--- src/rtl/attn_out_collector_4x128.sv ---
// Collects the attention output stream into a 128x128-bit SRAM at addr = {row, group},
// tracking coverage with a bitmap and flagging duplicate, missing and unarmed beats.
module attn_out_collector_4x128 #(
    parameter int EXPECT_BEATS = 128,
    parameter int CNT_W        = 8
) (
    input  logic             clk,
    input  logic             rst_n,
    input  logic             arm,
    input  logic             in_valid,
    input  logic [1:0]       in_row,
    input  logic [4:0]       in_group,
    input  logic [127:0]     in_data,
    input  logic             in_done,
    output logic             O_mem_wr_en,
    output logic [6:0]       O_mem_addr,
    output logic [127:0]     O_mem_din,
    output logic [CNT_W-1:0] beat_count,
    output logic             busy,
    output logic             complete,
    output logic             err_dup,
    output logic             err_missing,
    output logic             err_unarmed
);

    // state   | meaning
    // IDLE    | waiting for arm
    // COLLECT | accepting beats into the write pipeline
    // FLUSH   | last captured beat is being written
    // DONE    | complete pulse, back to IDLE next
    typedef enum logic [1:0] {
        IDLE    = 2'd0,
        COLLECT = 2'd1,
        FLUSH   = 2'd2,
        DONE    = 2'd3
    } state_t;

    localparam logic [CNT_W-1:0] EXP_CNT = CNT_W'(EXPECT_BEATS);

    state_t             state_q,   state_d;
    logic [127:0]       bitmap_q,  bitmap_d;
    logic [CNT_W-1:0]   count_q,   count_d;
    logic               wr_en_q,   wr_en_d;
    logic [6:0]         addr_q,    addr_d;
    logic [127:0]       din_q,     din_d;
    logic               busy_q,    busy_d;
    logic               complete_q, complete_d;
    logic               dup_q,     dup_d;
    logic               missing_q, missing_d;
    logic               unarmed_q, unarmed_d;

    logic [6:0]         beat_addr;

    assign beat_addr = {in_row, in_group};

    always_comb begin
        state_d    = state_q;
        bitmap_d   = bitmap_q;
        count_d    = count_q;
        wr_en_d    = 1'b0;
        addr_d     = addr_q;
        din_d      = din_q;
        complete_d = 1'b0;
        dup_d      = dup_q;
        missing_d  = missing_q;
        unarmed_d  = unarmed_q;

        case (state_q)
            IDLE: begin
                if (arm) begin
                    bitmap_d  = '0;
                    count_d   = '0;
                    dup_d     = 1'b0;
                    missing_d = 1'b0;
                    unarmed_d = 1'b0;
                    state_d   = COLLECT;
                end
                // a stray beat on the arming edge is still reported
                if (in_valid) unarmed_d = 1'b1;
            end
            COLLECT: begin
                if (in_valid) begin
                    wr_en_d = 1'b1;
                    addr_d  = beat_addr;
                    din_d   = in_data;
                    if (bitmap_q[beat_addr]) begin
                        dup_d = 1'b1;
                    end else begin
                        bitmap_d[beat_addr] = 1'b1;
                        if (count_q != EXP_CNT) count_d = count_q + 1'b1;
                    end
                end
                // end-of-run is judged on the count including this cycle's beat
                if ((count_d == EXP_CNT) || in_done) state_d = FLUSH;
                if (in_done && (count_d != EXP_CNT)) missing_d = 1'b1;
            end
            FLUSH: begin
                if (in_valid) unarmed_d = 1'b1;
                complete_d = 1'b1;
                state_d    = DONE;
            end
            DONE: begin
                if (in_valid) unarmed_d = 1'b1;
                state_d = IDLE;
            end
            default: state_d = IDLE;
        endcase

        busy_d = (state_d == COLLECT) || (state_d == FLUSH);
    end

    always_ff @(posedge clk or negedge rst_n) begin
        if (!rst_n) begin
            state_q    <= IDLE;
            bitmap_q   <= '0;
            count_q    <= '0;
            wr_en_q    <= 1'b0;
            addr_q     <= '0;
            din_q      <= '0;
            busy_q     <= 1'b0;
            complete_q <= 1'b0;
            dup_q      <= 1'b0;
            missing_q  <= 1'b0;
            unarmed_q  <= 1'b0;
        end else begin
            state_q    <= state_d;
            bitmap_q   <= bitmap_d;
            count_q    <= count_d;
            wr_en_q    <= wr_en_d;
            addr_q     <= addr_d;
            din_q      <= din_d;
            busy_q     <= busy_d;
            complete_q <= complete_d;
            dup_q      <= dup_d;
            missing_q  <= missing_d;
            unarmed_q  <= unarmed_d;
        end
    end

    assign O_mem_wr_en = wr_en_q;
    assign O_mem_addr  = addr_q;
    assign O_mem_din   = din_q;
    assign beat_count  = count_q;
    assign busy        = busy_q;
    assign complete    = complete_q;
    assign err_dup     = dup_q;
    assign err_missing = missing_q;
    assign err_unarmed = unarmed_q;

endmodule
--- config.mk ---
export PLATFORM = sky130hd
export DESIGN_NAME = attn_out_collector_4x128
export DESIGN_NICKNAME = d
export VERILOG_FILES = /design/src/rtl/attn_out_collector_4x128.sv
export SDC_FILE = /design/constraint.sdc
export NUM_CORES = 1
export LEC_CHECK = 0
export ABC_AREA = 1
export BUFFER_PORTS_ARGS = -buffer_cell sky130_fd_sc_hd__buf_2
export CAP_MARGIN = 15
export CORE_UTILIZATION = 45
export CTS_CLUSTER_DIAMETER = 100
export DETAILED_ROUTE_END_ITERATION = 10
export GPL_TIMING_DRIVEN = 0
export PLACE_DENSITY = 0.7
export RECOVER_POWER = 25
export REMOVE_ABC_BUFFERS = 1
export SYNTH_ARGS = -nofsm -noshare
export SYNTH_HDL_FRONTEND = slang
export SYNTH_SLANG_ARGS = --single-unit
export TNS_END_PERCENT = 50
--- constraint.sdc ---
create_clock -name clk -period 5.7 [get_ports clk]
set_clock_uncertainty 0.05 [all_clocks]
set_input_delay 0 -clock clk [delete_from_list [all_inputs] [get_ports clk]]
set_output_delay 0 -clock clk [all_outputs]
set_load 0.05 [all_outputs]
==> results.yml <==
place:
  hpwl_mm: 22.31
  numPlacedInstances: 1928
  placed_area_um2: 14600
  place_ws_ps: 1344
  port_buffers: 288
  gp_congestion: 0.8207
clock_network:
  cts_tree: "done"
  ctsResizeCount: 0
  cts_sinks: 279
  cts_max_level: 1
  insertion_delay_ps: 560
  cts_buffer_depth: 3
  cts_root_buffer: "clkbuf_16"
  cts_buffers: 31
  cts.clk_slew.worst_paths_ps: 60
cells_and_area:
  final_cells: 2128
  final.fill_count: 2268
  design_area_um2: 16950
  area_growth_pct: 33.47
  nets: 1861
  layout-drive-gt1-share_pct: 28.97
routing:
  ant_nets: 0
  vias_per_cell: 5.277
  wl_per_cell_um: 17.97
  drtPass1Iterations: 5
  drtIter0Drc: 939
  vias: 11230
  drc: 0
  drt-total-wl_mm: 38.25
status:
  violations: "capacitance limit, slew limit"
  outcome: "complete, but fails checks"
timing:
  rsz0062_at_grt: "false"
  fmax_mhz: 256.9
  worstMarginPinSlew_ps: 2790
  slew_headroom_pct: -86.01
  fin_crit_sh_pct: 68.28
  setup_tns_ps: 0
  slew_viol_final: 179
  worst_slack_ps: 1808
  finalCriticalPeriod_ps: 3892
  setup_viol: 0
  hold_viol: 0
synthesis:
  yosysTopAreaCell: "dfrtp_1"
  syn-instance-count: 1336
  synth_area_um2: 12700
  synth_area_leaders: "dfrtp_1 55%, mux2_2 12%, nand2_1 8.2%"
  ys_seq_area_share_pct: 54.98
  synth_flop_cell: "dfrtp_1"
  synth_edf_count: 0
  netlist.area_leader.share_pct: 54.98
  ys_types: 28
  syn_avg_cell_area_um2: 9.505
  ys_top_cells_by_count: "279 x dfrtp_1, 277 x nand2_1, 155 x inv_1, 132 x a21oi_1, 130 x mux2_2"
  ys_seq_elements: 279
  yosys_warnings: 0
  async_flop_share_pct: 100.0
  yosysMostFrequentCell: "dfrtp_1"
worst_setup_path:
  worstPathRequired_ps: 6110
  worstSetupPathType: "in2reg"
  cp.arrival_ps: 4300
  start_kind: "primary input"
  end_kind: "flip-flop"
  path_max_fanout: 87
global_routing:
  grt_usage_pct: 26.40
  grt_pass1_wl_mm: 60.76
  grt_max_degree: 110
  grt_pass1_vias: 11530
  antenna_found_initial: 3
  overflow: 0
floorplanning:
  coreArea_um2: 27780
  num_io_pins: 289
  die_w_um: 170.0
  dieArea_um2: 28890
  initial_core_util_pct: 45.71
  die_h_um: 170.0
  rows: 61
power_and_ir_drop:
  leakagePower_uw: 0.008005
  p_per_area_nw_per_um2: 549.1
  vdd_drop_max_mv: 0.4301
  finalPower_uw: 9307
run:
  drv_cap: 2
worst_hold_path:
  hold_path.class: "in2reg"
-- registers in the layout (all words and copies together) (netlist names) --
name         cells
O_mem_addr       7
O_mem_din      128
O_mem_wr_en      1
beat_count       8
bitmap_q       128
busy             1
complete         1
err_dup          1
err_missing      1
err_unarmed      1
state_q          2
-- power by group --
part	internal [µW]	switching, µW
Combinational	1230	3170
Clock	1140	825
Sequential	2590	351
Total	4960	4350
-- worst paths after layout --
check,endpoint,depth (start not counted),from,slack [ps]
worst max-delay path,bitmap_q[89]$_DFFE_PN0P_,19,in_group[0],1810
worst min-delay path,O_mem_addr[2]$_DFFE_PN0P_,4,in_group[2],110
worst max register to register,bitmap_q[89]$_DFFE_PN0P_,17,bitmap_q[121]$_DFFE_PN0P_,2420
worst min register to register,O_mem_addr[1]$_DFFE_PN0P_,1,O_mem_addr[1]$_DFFE_PN0P_,440
max in group asynchronous,O_mem_wr_en$_DFF_PN0_,3,rst_n,1860
min in group asynchronous,bitmap_q[30]$_DFFE_PN0P_,2,rst_n,840
-- through the flow --
| stage | hold slack [ps] | utilization (%) |
|---|---|---|
| floorplan | -345.6 | - |
| global placement | 180.9 | 50.96 |
| detailed placement | 90.63 | 52.56 |
| CTS | 76.40 | 61.06 |
| global route | 122.7 | 60.97 |
| finish | 106.1 | 61.01 |
-- final cells by class --
class                      count  area (µm²)  share of cell area (%)
antenna                        7       17.52                  0.1034
clock buffer                  43       890.9                   5.256
clock inverter                14       110.1                  0.6496
inverter                     160       603.1                   3.558
multi-input combinational    802        4692                   27.68
sequential                   279        6982                   41.19
tap                          378       473.0                   2.790
timing repair buffer         445        3181                   18.77
-- routing by layer --
metal	part of all wire, %	global-route usage, %	vias up
li1	-	-	5236
met1	38	32.56	5481
met2	52	46.24	441
met3	7.2	4.884	72
met4	2.7	9.244	0
met5	0	0	-
-- cell families (layout without fill, tap and decap cells) --
| family | Yosys count | in the layout | synth area share [%] |
|---|---|---|---|
| AND/OR/NAND/NOR | 493 | 493 | 17.72 |
| flip-flops | 279 | 279 | 54.98 |
| buffers and inverters | 255 | 662 | 8.306 |
| AO/OA/AOI/OAI | 177 | 177 | 7.272 |
| multiplexers | 130 | 130 | 11.53 |
| adder cells (fa/ha/maj) | 2 | 2 | 0.1970 |
| other | 0 | 7 | 0 |
-- placed cells by master, fill, tap and decap left out, drive strengths merged --
master	instances
dfrtp	279
buf	307
nand3b	1
dlygate4sd3	136
inv	159
a21oi	133
clkinvlp	3
nand2	277
o21a	5
nand4	123
clkbuf	45
clkinv	11
mux2	130
nor3	4
o22ai	7
o211ai	5
bufinv	1
nand3	52
ha	2
nor2	34
diode	7
and3	1
nor4	1
o21ai	27
-- timing repair --
action / 4_1_cts / 5_1_grt
endpoints found under the hold margin: 314 / 0
setup buffers: 0 / 0
hold buffers: 136 / 0
-- critical path, cell delays in order --
cell and delay, ps:
buf_4 720, inv_2 690, nand2_1 190, nand2_1 80, nand2_1 60, nand2_1 60
nand2_1 60, nand2_1 50, nand2_1 60, nand2_1 100, o21ai_1 260, nand2_1 170
nor2_4 310, o21ai_1 150, a21oi_4 540, buf_16 240, buf_12 200, nand4_1 100
a21oi_1 190
Note: power is estimated with default switching activity, not from simulation.
